<file path="src/rtl/swap_ctrl_if.sv">
// Bundled handshake and datapath-control signals for swap_ctrl.
// master = the sequencer side; slave = host, downstream consumer and swap datapath.
interface swap_ctrl_if #(
   parameter int unsigned n = 8
);
   logic [n-1:0] InData;
   logic         InValid;
   logic         InReady;
   logic [n-1:0] Data;
   logic         RinExt1;
   logic         RinExt2;
   logic         RinExt3;
   logic         w;
   logic         Done;
   logic [n-1:0] R1;
   logic [n-1:0] R2;
   logic [n-1:0] R3;
   logic [n-1:0] OutData;
   logic         OutValid;
   logic         OutReady;
   logic [7:0]   SwapCount;
   logic         Error;

   modport master (
      input  InData, InValid, Done, R1, R2, R3, OutReady,
      output InReady, Data, RinExt1, RinExt2, RinExt3, w,
             OutData, OutValid, SwapCount, Error
   );

   modport slave (
      output InData, InValid, Done, R1, R2, R3, OutReady,
      input  InReady, Data, RinExt1, RinExt2, RinExt3, w,
             OutData, OutValid, SwapCount, Error
   );
endinterface

</file>
<file path="src/rtl/swap_ctrl.sv">
// Sequencer for the three-register swap datapath: load R1..R3, request swap, stream results.
// Optional Done-timeout with sticky Error is built when SWAP_CTRL_TIMEOUT_EN is defined.
module swap_ctrl #(
   parameter int unsigned n       = 8,
   parameter int unsigned TIMEOUT = 15,
   parameter int unsigned CW      = 4
) (
   input logic         Clock,
   input logic         Resetn,
   swap_ctrl_if.master bus
);
   localparam int unsigned CNT_W = 8;

   if ((1 << CW) <= TIMEOUT) begin : g_cw_check
      $error("swap_ctrl: 2**CW must exceed TIMEOUT");
   end

   typedef enum logic [3:0] {
      S_LOAD1, S_LOAD2, S_LOAD3, S_GO, S_WAIT, S_OUT1, S_OUT2, S_OUT3
`ifdef SWAP_CTRL_TIMEOUT_EN
      , S_ERR
`endif
   } state_t;

   state_t             state_q;
   state_t             state_d;
   logic [CNT_W-1:0]   swap_cnt_q;

`ifdef SWAP_CTRL_TIMEOUT_EN
   // Counter holds (WAIT cycles - 1); last WAIT cycle without Done is at TIMEOUT-1
   localparam logic [CW-1:0] TO_LAST = CW'(TIMEOUT - 1);
   logic [CW-1:0] to_cnt_q;
   logic          err_q;

   always_ff @(posedge Clock) begin
      if (!Resetn) begin
         to_cnt_q <= '0;
         err_q    <= 1'b0;
      end else begin
         if (state_q == S_GO)
            to_cnt_q <= '0;
         else if (state_q == S_WAIT && !bus.Done)
            to_cnt_q <= to_cnt_q + CW'(1);
         err_q <= (state_d == S_ERR);
      end
   end

   assign bus.Error = err_q;
`else
   assign bus.Error = 1'b0;
`endif

   // State and completed-swap counter
   always_ff @(posedge Clock) begin
      if (!Resetn) begin
         state_q    <= S_LOAD1;
         swap_cnt_q <= '0;
      end else begin
         state_q <= state_d;
         if (state_q == S_WAIT && bus.Done)
            swap_cnt_q <= swap_cnt_q + CNT_W'(1);
      end
   end

   assign bus.SwapCount = swap_cnt_q;

   // Next state and handshake/datapath decode
   always_comb begin
      state_d      = state_q;
      bus.InReady  = 1'b0;
      bus.Data     = '0;
      bus.RinExt1  = 1'b0;
      bus.RinExt2  = 1'b0;
      bus.RinExt3  = 1'b0;
      bus.w        = 1'b0;
      bus.OutValid = 1'b0;
      bus.OutData  = '0;
      unique case (state_q)
         S_LOAD1: begin
            bus.InReady = 1'b1;
            bus.Data    = bus.InData;
            bus.RinExt1 = bus.InValid;
            if (bus.InValid) state_d = S_LOAD2;
         end
         S_LOAD2: begin
            bus.InReady = 1'b1;
            bus.Data    = bus.InData;
            bus.RinExt2 = bus.InValid;
            if (bus.InValid) state_d = S_LOAD3;
         end
         S_LOAD3: begin
            bus.InReady = 1'b1;
            bus.Data    = bus.InData;
            bus.RinExt3 = bus.InValid;
            if (bus.InValid) state_d = S_GO;
         end
         S_GO: begin
            bus.w   = 1'b1;
            state_d = S_WAIT;
         end
         S_WAIT: begin
            if (bus.Done)
               state_d = S_OUT1;
`ifdef SWAP_CTRL_TIMEOUT_EN
            else if (to_cnt_q == TO_LAST)
               state_d = S_ERR;
`endif
         end
         S_OUT1: begin
            bus.OutValid = 1'b1;
            bus.OutData  = bus.R1;
            if (bus.OutReady) state_d = S_OUT2;
         end
         S_OUT2: begin
            bus.OutValid = 1'b1;
            bus.OutData  = bus.R2;
            if (bus.OutReady) state_d = S_OUT3;
         end
         S_OUT3: begin
            bus.OutValid = 1'b1;
            bus.OutData  = bus.R3;
            if (bus.OutReady) state_d = S_LOAD1;
         end
`ifdef SWAP_CTRL_TIMEOUT_EN
         S_ERR: state_d = S_ERR;
`endif
         default: state_d = S_LOAD1;
      endcase
   end
endmodule

</file>
<file path="src/flat_wrapper.sv">
// flat-port wrapper written by rule: the top's interface ports become plain ports
module swap_ctrl_flat 
#(
   parameter int unsigned n       = 8,
   parameter int unsigned TIMEOUT = 15,
   parameter int unsigned CW      = 4
)
  (Clock, Resetn, bus_InData, bus_InValid, bus_Done, bus_R1, bus_R2, bus_R3, bus_OutReady, bus_InReady, bus_Data, bus_RinExt1, bus_RinExt2, bus_RinExt3, bus_w, bus_OutData, bus_OutValid, bus_SwapCount, bus_Error);
  swap_ctrl_if #(.n(n)) bus_i ();
  input logic Clock;
  input logic Resetn;
  input wire logic [$bits(bus_i.InData)-1:0] bus_InData;
  input wire logic [$bits(bus_i.InValid)-1:0] bus_InValid;
  input wire logic [$bits(bus_i.Done)-1:0] bus_Done;
  input wire logic [$bits(bus_i.R1)-1:0] bus_R1;
  input wire logic [$bits(bus_i.R2)-1:0] bus_R2;
  input wire logic [$bits(bus_i.R3)-1:0] bus_R3;
  input wire logic [$bits(bus_i.OutReady)-1:0] bus_OutReady;
  output wire logic [$bits(bus_i.InReady)-1:0] bus_InReady;
  output wire logic [$bits(bus_i.Data)-1:0] bus_Data;
  output wire logic [$bits(bus_i.RinExt1)-1:0] bus_RinExt1;
  output wire logic [$bits(bus_i.RinExt2)-1:0] bus_RinExt2;
  output wire logic [$bits(bus_i.RinExt3)-1:0] bus_RinExt3;
  output wire logic [$bits(bus_i.w)-1:0] bus_w;
  output wire logic [$bits(bus_i.OutData)-1:0] bus_OutData;
  output wire logic [$bits(bus_i.OutValid)-1:0] bus_OutValid;
  output wire logic [$bits(bus_i.SwapCount)-1:0] bus_SwapCount;
  output wire logic [$bits(bus_i.Error)-1:0] bus_Error;
  assign bus_i.InData = bus_InData;
  assign bus_i.InValid = bus_InValid;
  assign bus_i.Done = bus_Done;
  assign bus_i.R1 = bus_R1;
  assign bus_i.R2 = bus_R2;
  assign bus_i.R3 = bus_R3;
  assign bus_i.OutReady = bus_OutReady;
  assign bus_InReady = bus_i.InReady;
  assign bus_Data = bus_i.Data;
  assign bus_RinExt1 = bus_i.RinExt1;
  assign bus_RinExt2 = bus_i.RinExt2;
  assign bus_RinExt3 = bus_i.RinExt3;
  assign bus_w = bus_i.w;
  assign bus_OutData = bus_i.OutData;
  assign bus_OutValid = bus_i.OutValid;
  assign bus_SwapCount = bus_i.SwapCount;
  assign bus_Error = bus_i.Error;
  swap_ctrl #(.n(n), .TIMEOUT(TIMEOUT), .CW(CW)) u_core (.Clock(Clock), .Resetn(Resetn), .bus(bus_i));
endmodule
</file>
<file path="config.mk">
export PLATFORM = sky130hd
export DESIGN_NAME = swap_ctrl_flat
export DESIGN_NICKNAME = d
export VERILOG_FILES = /design/src/rtl/swap_ctrl_if.sv /design/src/rtl/swap_ctrl.sv /design/src/flat_wrapper.sv
export SDC_FILE = /design/constraint.sdc
export NUM_CORES = 1
export LEC_CHECK = 0
export CAP_MARGIN = 20
export CORE_AREA = 2 2 53 55
export DETAILED_ROUTE_END_ITERATION = 8
export DIE_AREA = 0 0 55 57
export PLACE_DENSITY = 0.82
export SLEW_MARGIN = 10
export SYNTH_ARGS = -nofsm -noshare
export SYNTH_HDL_FRONTEND = slang
export SYNTH_SLANG_ARGS = --single-unit
</file>
<file path="constraint.sdc">
create_clock -name Clock -period 3.6 [get_ports Clock]
set_input_delay 0.36 -clock Clock [delete_from_list [all_inputs] [get_ports Clock]]
set_output_delay 0.36 -clock Clock [all_outputs]
set_load 0.01 [all_outputs]
</file>
==> out/metrics.yaml <==
cts.sinks: 11
period_share: 0.770
synth_area_leaders: "dfxtp_1 25%, mux2_2 10%, nor2b_1 7.2%"
nNetsFinal: 208
yosysSeqAreaShare: 0.253
finalPower_mw: 0.322
criticalPathCategory: "register to primary output"
grt_start_max_net_pins: 21
core_area_sq_um: 2620
cp_data_arrival_time_ps: 2410
ys_seq_elements: 11
yosysTopAreaCellShare: 0.253
cts_hold_buf: 0
drive_above_1_share: 0.0769
outcome: "finished clean"
met3_usage: 0.0445
fin_tns_setup_ps: 0
tritoncts: "yes"
r2r-start: "u_core.state_q[1]"
clk_pin_slew_ps: 70
io-pin-count: 68
grt-busiest-layer: "met2"
grt.overflow.total: 0
grt_use_total: 0.167
hold_viol: 0
yosysMostFrequentCell: "dfxtp_1"
met2_usage: 0.296
routabilityCongestion: 0.677
first_global_vias: 955
avgSynthCellArea_sq_um: 8.13
ys.flop_type: "dfxtp_1"
cts-root-buf: "clkbuf_4"
cts_max_level: 1
stdcell_area_sq_um: 1550
clock_path_buffers: 2
drtAntennaViolNets: 0
synth_edf_count: 0
ir_worst_vdd_mv: 0.150
diodes: 0
start_util: 0.333
post-place-ws_ps: 1100
drt-total-wl_um: 2530
rsz0062_at_grt: "false"
setup_violations: 0
numPortBuffers: 66
dp_hpwl_um: 2010
slew_headroom: 0.570
postCtsSetupBuffers: 0
cap_violations: 0
cts-resized-gates: 0
ys_types: 35
worst_setup_path_end_kind: "primary output"
clock.fmax_mhz: 361
async_flop_share: 0
min_path_type: "register to register"
drtIter0Drc: 15
rows: 19
grt_pass1_wl_um: 3960
hp-start: "u_core.bus.SwapCount[7]"
first_pass_iters: 4
skew_ps: 5.31
syn_area_sq_um: 870
cts_buffers: 3
worst_slack_ps: 829
postSynthCellCount: 107
drc_errors: 0
nFillCells: 247
tightestPinTransition_ps: 644
start_kind: "register"
synth.top_cells.by_count: "11 x dfxtp_1, 10 x nor2b_1"
wl_per_cell_um: 12.6
yosysWarningCount: 0
yosys.area.top_type: "dfxtp_1"
dieHeight_um: 57
period_needed_ps: 2770
drt-vias-per-instance: 5.21
p_leak_nw: 0.506
clk_latency_ps: 270
worst-path-max-fanout: 20
die_w_um: 55
dpl_cell_area_sq_um: 1520
grt.met1_usage: 0.189
powerDensity_nw_per_um2: 208
synth_nets: 145
area_growth_pct: 77.8
slew_violations: 0
fp.dieArea_sq_um: 3140
startpoint: "u_core.state_q[1]"
vias: 1041
cp.required_ps: 3240
antenna_found_initial: 0
[sequential cells by signal, indices dropped and copies added (netlist names)]
register,flops
u_core.bus.SwapCount,8
u_core.state_q,3
[metrics by stage]
stage / hold WS, ps / util / cells
6_report: 491 / 0.591 / 200
5_1_grt: 531 / 0.591 / 200
4_1_cts: 500 / 0.591 / 200
3_5_place_dp: 490 / 0.581 / 196
3_3_place_gp: 458 / 0.581 / 196
2_1_floorplan: 488 / - / 107
[report_power, final]
group,leakage (nW),switching (mW),internal (mW)
combinational,0.402,0.0312,0.0739
clock,0.0150,0.0395,0.0429
sequential,0.0890,0.0106,0.124
[critical path: stages, from the launching register on]
cell and delay, ps:
dfxtp_1 730, nor2b_1 550, a22oi_1 180, nor2b_1 150, clkdlybuf4s50_1 540
[final cells by class]
cell class                      count  area, sq um  area share
Timing Repair Buffer               66          661       0.427
Tap cell                           31         38.8      0.0251
Clock buffer                        4         26.3      0.0170
Inverter                            3         11.3     0.00728
Multi-Input combinational cell     85          589       0.381
Sequential cell                    11          220       0.142
[layer usage]
metal  up-vias  share of wire
li1        513              -
met1       475           0.41
met2        49           0.50
met3         4          0.081
met4         0         0.0063
met5         -              0
[cell families after synthesis]
logic type               count (synthesis)  synth area share
AO/OA/AOI/OAI                           27             0.203
XOR/XNOR                                 1            0.0101
adder cells (fa/ha/maj)                  1            0.0144
buffers and inverters                   11            0.0691
flip-flops                              11             0.253
multiplexers                             9             0.115
other                                    1           0.00431
AND/OR/NAND/NOR                         46             0.331
[worst paths after layout]
path | endpoint | slack, ps | depth (start not counted)
setup / recovery | bus_OutData[5] | 830 | 4
setup reg to reg | u_core.bus.SwapCount[7] | 1870 | 3
hold / removal | u_core.bus.SwapCount[7] | 490 | 2
hold reg to reg | u_core.bus.SwapCount[7] | 490 | 2
[cell usage in the layout (no fill, tap or decap), drive strengths merged, types with 2 or more instances in the layout]
master	Yosys	final
or3	4	4
a21oi	8	8
inv	2	2
or4	3	3
dfxtp	11	11
clkbuf	2	4
nor3	3	3
clkdlybuf4s50	0	66
nor2b	10	10
o21ai	3	3
nand2b	2	2
a22oi	8	8
and2	8	8
nand3	3	3
nand2	4	4
o31ai	3	3
nor2	4	4
mux2	8	8
(Power assumes the default switching activity.)
